==> src/rtl/memory_reader_pkg.sv <==
// Shared definitions for the program-memory access blocks.
//
// Used by memory_reader, memory_programmer and the top-level port mux that
// chooses which block owns the program-memory port.
//
// Contents:
//   DEFAULT_ADRS_WIDTH / DEFAULT_DATA_WIDTH - default memory geometry
//   mem_state_e   - sequencing states shared by the access blocks
//   port_owner_e  - select values for the memory-port mux
package memory_reader_pkg;

    localparam int DEFAULT_ADRS_WIDTH = 8;
    localparam int DEFAULT_DATA_WIDTH = 8;

    typedef enum logic [1:0] {
        IDLE = 2'd0,
        WAIT = 2'd1,
        OUT  = 2'd2,
        DONE = 2'd3
    } mem_state_e;

    typedef enum logic {
        PROG = 1'b0,
        READ = 1'b1
    } port_owner_e;

endpackage

==> src/rtl/memory_reader.sv <==
// memory_reader: walks an address range of the program memory and presents
// each byte, with its address, on a valid/ready stream.
//
// Ports:
//   reset_N     - asynchronous, active-low reset
//   prog_clock  - block clock, all state changes on its rising edge
//   start       - begins a sweep when idle (start_adrs/last_adrs sampled here)
//   abort       - cancels a sweep in progress, no done pulse
//   start_adrs  - first address read
//   last_adrs   - final address read (sweep wraps past the top if below start)
//   busy        - high from accepted start until back in IDLE
//   done        - one-cycle pulse after the last byte is accepted
//   out_valid   - out_adrs/out_data hold a byte
//   out_ready   - downstream accepts the byte
//   out_adrs    - address of the presented byte
//   out_data    - byte read from memory
//   pr_clock    - memory clock, inverted prog_clock
//   pr_wr_en    - memory write enable, always low for this block
//   pr_adrs     - registered read address
//   mm_data     - memory read data
module memory_reader
    import memory_reader_pkg::*;
#(
    parameter int ADRS_WIDTH   = DEFAULT_ADRS_WIDTH,
    parameter int DATA_WIDTH   = DEFAULT_DATA_WIDTH,
    parameter int READ_LATENCY = 1
) (
    input  logic                  reset_N,
    input  logic                  prog_clock,
    input  logic                  start,
    input  logic                  abort,
    input  logic [ADRS_WIDTH-1:0] start_adrs,
    input  logic [ADRS_WIDTH-1:0] last_adrs,
    output logic                  busy,
    output logic                  done,
    output logic                  out_valid,
    input  logic                  out_ready,
    output logic [ADRS_WIDTH-1:0] out_adrs,
    output logic [DATA_WIDTH-1:0] out_data,
    output logic                  pr_clock,
    output logic                  pr_wr_en,
    output logic [ADRS_WIDTH-1:0] pr_adrs,
    input  logic [DATA_WIDTH-1:0] mm_data
);

    localparam logic [1:0] S_IDLE = 2'(IDLE);
    localparam logic [1:0] S_WAIT = 2'(WAIT);
    localparam logic [1:0] S_OUT  = 2'(OUT);
    localparam logic [1:0] S_DONE = 2'(DONE);

    localparam logic [2:0] LATENCY = 3'(READ_LATENCY);
    localparam logic [ADRS_WIDTH-1:0] ADRS_ONE = ADRS_WIDTH'(1);

    logic [1:0]            r_state;
    logic [2:0]            r_cnt;
    logic [ADRS_WIDTH-1:0] r_prAdrs;
    logic [ADRS_WIDTH-1:0] r_lastAdrs;
    logic                  r_outValid;
    logic [ADRS_WIDTH-1:0] r_outAdrs;
    logic [DATA_WIDTH-1:0] r_outData;

    // The memory samples the address on the falling edge of prog_clock, so
    // the address registered on a rising edge is settled by then. The write
    // enable is tied low so the top-level mux can hand the port to us safely.
    assign pr_clock = ~prog_clock;
    assign pr_wr_en = 1'b0;
    assign pr_adrs  = r_prAdrs;

    // busy and done are pure state decodes so they fall together with the
    // state register on abort or reset.
    assign busy      = (r_state != S_IDLE);
    assign done      = (r_state == S_DONE);
    assign out_valid = r_outValid;
    assign out_adrs  = r_outAdrs;
    assign out_data  = r_outData;

    // Sweep sequencer. Each address goes WAIT (count down the memory read
    // latency) -> OUT (hold the byte until accepted) and either advances to
    // the next address or finishes through DONE. Abort wins over everything,
    // including a handshake in the same cycle. The address increment wraps
    // naturally at the top of the address space, which is what lets a
    // last_adrs below start_adrs sweep across the FF->00 boundary.
    always_ff @(posedge prog_clock or negedge reset_N) begin
        if (!reset_N) begin
            r_state    <= S_IDLE;
            r_cnt      <= '0;
            r_prAdrs   <= '0;
            r_lastAdrs <= '0;
            r_outValid <= 1'b0;
            r_outAdrs  <= '0;
            r_outData  <= '0;
        end else begin
            case (r_state)
                S_IDLE: begin
                    if (start && !abort) begin
                        r_prAdrs   <= start_adrs;
                        r_lastAdrs <= last_adrs;
                        r_cnt      <= LATENCY;
                        r_state    <= S_WAIT;
                    end
                end
                S_WAIT: begin
                    if (abort) begin
                        r_outValid <= 1'b0;
                        r_state    <= S_IDLE;
                    end else if (r_cnt == 3'd1) begin
                        r_outData  <= mm_data;
                        r_outAdrs  <= r_prAdrs;
                        r_outValid <= 1'b1;
                        r_state    <= S_OUT;
                    end else begin
                        r_cnt <= r_cnt - 3'd1;
                    end
                end
                S_OUT: begin
                    if (abort) begin
                        r_outValid <= 1'b0;
                        r_state    <= S_IDLE;
                    end else if (r_outValid && out_ready) begin
                        r_outValid <= 1'b0;
                        if (r_prAdrs == r_lastAdrs) begin
                            r_state <= S_DONE;
                        end else begin
                            r_prAdrs <= r_prAdrs + ADRS_ONE;
                            r_cnt    <= LATENCY;
                            r_state  <= S_WAIT;
                        end
                    end
                end
                default: begin
                    r_outValid <= 1'b0;
                    r_state    <= S_IDLE;
                end
            endcase
        end
    end

endmodule
==> config.mk <==
export PLATFORM = sky130hd
export DESIGN_NAME = memory_reader
export DESIGN_NICKNAME = d
export VERILOG_FILES = /design/src/rtl/memory_reader_pkg.sv /design/src/rtl/memory_reader.sv
export SDC_FILE = /design/constraint.sdc
export NUM_CORES = 1
export LEC_CHECK = 0
export ABC_AREA = 1
export BUFFER_PORTS_ARGS = -buffer_cell sky130_fd_sc_hd__buf_2
export CORE_ASPECT_RATIO = 0.75
export CORE_MARGIN = 2
export CORE_UTILIZATION = 46
export CTS_CLUSTER_DIAMETER = 150
export DETAILED_ROUTE_END_ITERATION = 10
export HOLD_SLACK_MARGIN = 0.05
export PLACE_DENSITY_LB_ADDON = 0.05
export SYNTH_ARGS = -nofsm -noshare
export SYNTH_HDL_FRONTEND = slang
export SYNTH_SLANG_ARGS = --single-unit
==> constraint.sdc <==
create_clock -name prog_clock -period 1.4 [get_ports prog_clock]
set_input_delay 0.21 -clock prog_clock [delete_from_list [all_inputs] [get_ports prog_clock]]
set_output_delay 0.21 -clock prog_clock [all_outputs]
set_load 0.05 [all_outputs]
==> key figures <==
Power and ir drop
  • Tot Pwr: slightly below 8 mW
  • P_int: 3.83 mW
  • Sequential Power Share: 0.258
  • Worst ir drop on vdd: roughly 2000 uV
  • Switch Pwr: between 3 and 4 mW
  • Combinational share of power: 0.625
  • Clock Power Share: 0.117
  • Leak pwr: ~1.5 nW
  • Net Sw Frac: 0.509
  • Power Density: around 2700 nW/um^2

Cells and area
  • N_diodes: 0
  • Post-layout nets: around 370
  • Area added between synthesis and finish: 44.7%
  • Share of cells above drive strength 1: 0.430
  • Register Area: between 900 and 1000 um^2
  • Multi-input combinational cell area: approximately 980 um^2
  • Filler cells: approximately 350

STA
  • Final setup vio count: 18
  • FMAX: 0.665 GHz
  • Final worst slack: -0.104 ns
  • Final Cycle Share: 1.07
  • Crit path time final: approximately 1.5 ns
  • Final hold vios: 0
  • WHS: ~0.14 ns
  • Max Slew Vio Count: 0
  • RSZ-0062 raised after global routing: yes
  • Final Skew: about 0.0042 ns

GRT
  • Largest net degree at the start of global routing: 39
  • Number of global-route vias before repair: roughly 1800
  • GR Util All Layers: 0.225
  • Initial antenna violation count: 0
  • GRT Residual Overflow: 0
  • First-pass GRT wire length: 8020 um

Worst setup path
  • Crit path kind: flop to flop
  • Critical Path Slowest Stage Cell: dfrtp_1
  • Crit-path leading delay family: simple AND/OR/NAND/NOR gates
  • Critical Path RT: roughly 1.6 ns
  • Max Fanout on Critical Path: 5
  • Cell breakdown of the critical path: inv_2 -> buf_12 -> nand2_8 -> nor2_4 -> nor3_4 -> buf_4 -> buf_6 -> nand4_1 -> nand2_1
  • CP arrival: approximately 1.7 ns
  • Crit path buf inv count: 4
  • Max incr delay on CP: 0.38 ns
  • Crit start category: flop
  • CP endpoint kind: flop

Route
  • Routed WL per cell: 12.9 um
  • DRT Wirelength: 5060 um
  • Initial drt markers: 127
  • DR vias/cell: roughly 5
  • Via count: 1921
  • Post-route ant nets: 0
  • 1st-pass router iterations: 4
  • DRC: 0

Synth
  • Share of the synthesized area in the top cell type: 0.484
  • Syn Nets: ~280
  • Cell taking the most area after synthesis: dfrtp_1
  • Synth top area cells: dfrtp_1 (48%), nand2_1 (16%), mux2_2 (6.9%)
  • Post-synth ARST share: 1.00
  • Seq/Total Area, Yosys: 0.484
  • Synth cell types: 25
  • Top FF cell, synth: dfrtp_1
  • Count leader, synth: nand2_1
  • Cell Area, Synth: between 1500 and 2000 um^2
  • Number of synthesized flops with an enable pin: 0
  • Syn Area/Cell: approximately 8.1 um^2
  • Synth warn: 0
  • Commonest cells post-synth: nand2_1 (85), dfrtp_1 (38), inv_1 (25)
  • Gate Count Post-Synth: roughly 240
  • Synth Register Bits: 38

Floorplanning
  • Die ar.: 4810 um^2
  • Ports: 58
  • Core footprint: roughly 4000 um^2
  • Die H: 60.6 um
  • Starting Density: 0.482
  • Die Span X: slightly below 80 um
  • FP Rows: 20

Clocking
  • Worst skew pair latency: ~0.29 ns
  • CTS clk-pin slew, worst paths: 0.07 ns
  • H-tree depth: 2
  • Root Driver: clkbuf_8
  • Longest Clk Path Bufs: 2
  • TritonCTS clock tree: built
  • CTS Buf Count: 5

Placed design
  • Final GP Congestion: 0.824
  • Dpl hpwl: approximately 3800 um
  • # port buffers: between 50 and 60

Run status
  • Status: finished with violations
  • Failing checks: setup timing

Flow run
  • MaxCap Viol Count: 0

Min path
  • Hold crit path type: input pin to flop
[metal layers]
layer | vias up | track usage | wire length, um
li1 | 957 | - | -
met1 | 891 | 0.324 | 2440
met2 | 66 | 0.337 | 2210
met3 | 7 | 0.0476 | 335
met4 | 0 | 0.0887 | 76
met5 | - | 0 | 0
[final cells by class]
| class | instances | area share |
|---|---|---|
| Clock buffer | 6 | 0.0282 |
| Timing Repair Buffer | 93 | 0.222 |
| Multi-Input combinational cell | 170 | 0.346 |
| Sequential cell | 38 | 0.338 |
| Tap cell | 55 | 0.0242 |
| Clock inverter | 4 | 0.00572 |
| Inverter | 26 | 0.0357 |
[cell usage in the layout, fill, tap and decap left out, types with 2 or more instances in the layout]
master	netlist	routed
nor2_1	15	12
buf_6	0	6
nand2_1	85	82
dfrtp_1	38	29
ha_4	0	2
buf_4	1	30
nand3_1	14	12
nand4_1	9	9
nor2_2	1	2
nand2_2	1	2
clkbuf_8	0	5
inv_1	25	22
inv_2	2	6
nand3_4	0	2
dfrtp_2	0	9
a21oi_1	7	6
xor2_1	3	3
mux2_2	12	12
buf_12	0	3
o21ai_0	13	12
nor2_4	0	2
buf_2	4	53
[state kept, by name, summed over array words and instances, names as in the netlist]
signal      flops
r_lastAdrs      8
pr_adrs         8
out_valid       1
out_adrs        8
out_data        8
r_state         2
r_cnt           3
[metrics by stage]
step | worst slack (ns) | cell area (um^2) | cells | utilization | setup TNS, ns
CTS | -0.0596 | 2770 | 390 | 0.680 | -0.269
finish | -0.104 | 2840 | 392 | 0.697 | -0.910
global route | -0.170 | 2840 | 392 | 0.697 | -2.32
global placement | -0.0452 | 2620 | 380 | 0.642 | -0.308
detailed placement | -0.0593 | 2620 | 380 | 0.642 | -0.485
floorplan | -0.00945 | 2030 | 243 | - | -0.0181
[logic make-up after synthesis]
kind of cell               Yosys count  synth area share
DFF                                 38             0.484
xor gates and xnor gates             3            0.0134
adders and majority gates            3            0.0191
AOI/OAI and AO/OA                   20            0.0510
other                                1           0.00191
muxes                               12            0.0688
and+or+nand+nor                    131             0.290
buffers and inverters               35            0.0713
[power groups by stage]
stage / clock (mW) / combinational, mW / sequential (mW)
floorplan: 0.121 / 1.76 / 3.27
global placement: 0.145 / 4.48 / 1.98
detailed placement: 0.145 / 4.51 / 2.01
CTS: 0.929 / 4.67 / 2.00
global route: 0.977 / 5.24 / 2.07
finish: 0.911 / 4.87 / 2.01
[worst reg2reg max path, cell delays in order (launching register included)]
cell and delay [ns]:
dfrtp_1 0.38, inv_2 0.08, buf_12 0.13, nand2_8 0.07, nor2_4 0.04, nor3_4 0.28, buf_4 0.17, buf_6 0.10
nand4_1 0.11, nand2_1 0.09
[final timing paths]
path                             from          end  slack [ns]  cells after the start
min reg2reg                  r_cnt[1]     r_cnt[1]        0.48                      2
max reg2reg                r_state[1]   pr_adrs[4]       -0.10                      9
min                        mm_data[1]  out_data[1]        0.14                      2
max                        r_state[1]   pr_adrs[4]       -0.10                      9
min in group asynchronous     reset_N  out_data[7]        0.40                      3
max in group asynchronous     reset_N   pr_adrs[2]        0.79                      3
[repair_timing]
action | CTS | global route
setup buffers | 1 | 2
resized for setup | 14 | 14
setup endpoints to repair | 23 | 35
endpoints found under the hold margin | 38 | 0
cloned | 0 | 0
hold buffers | 1 | 0
pin swaps | 4 | 5
(Power assumes the default switching activity.)
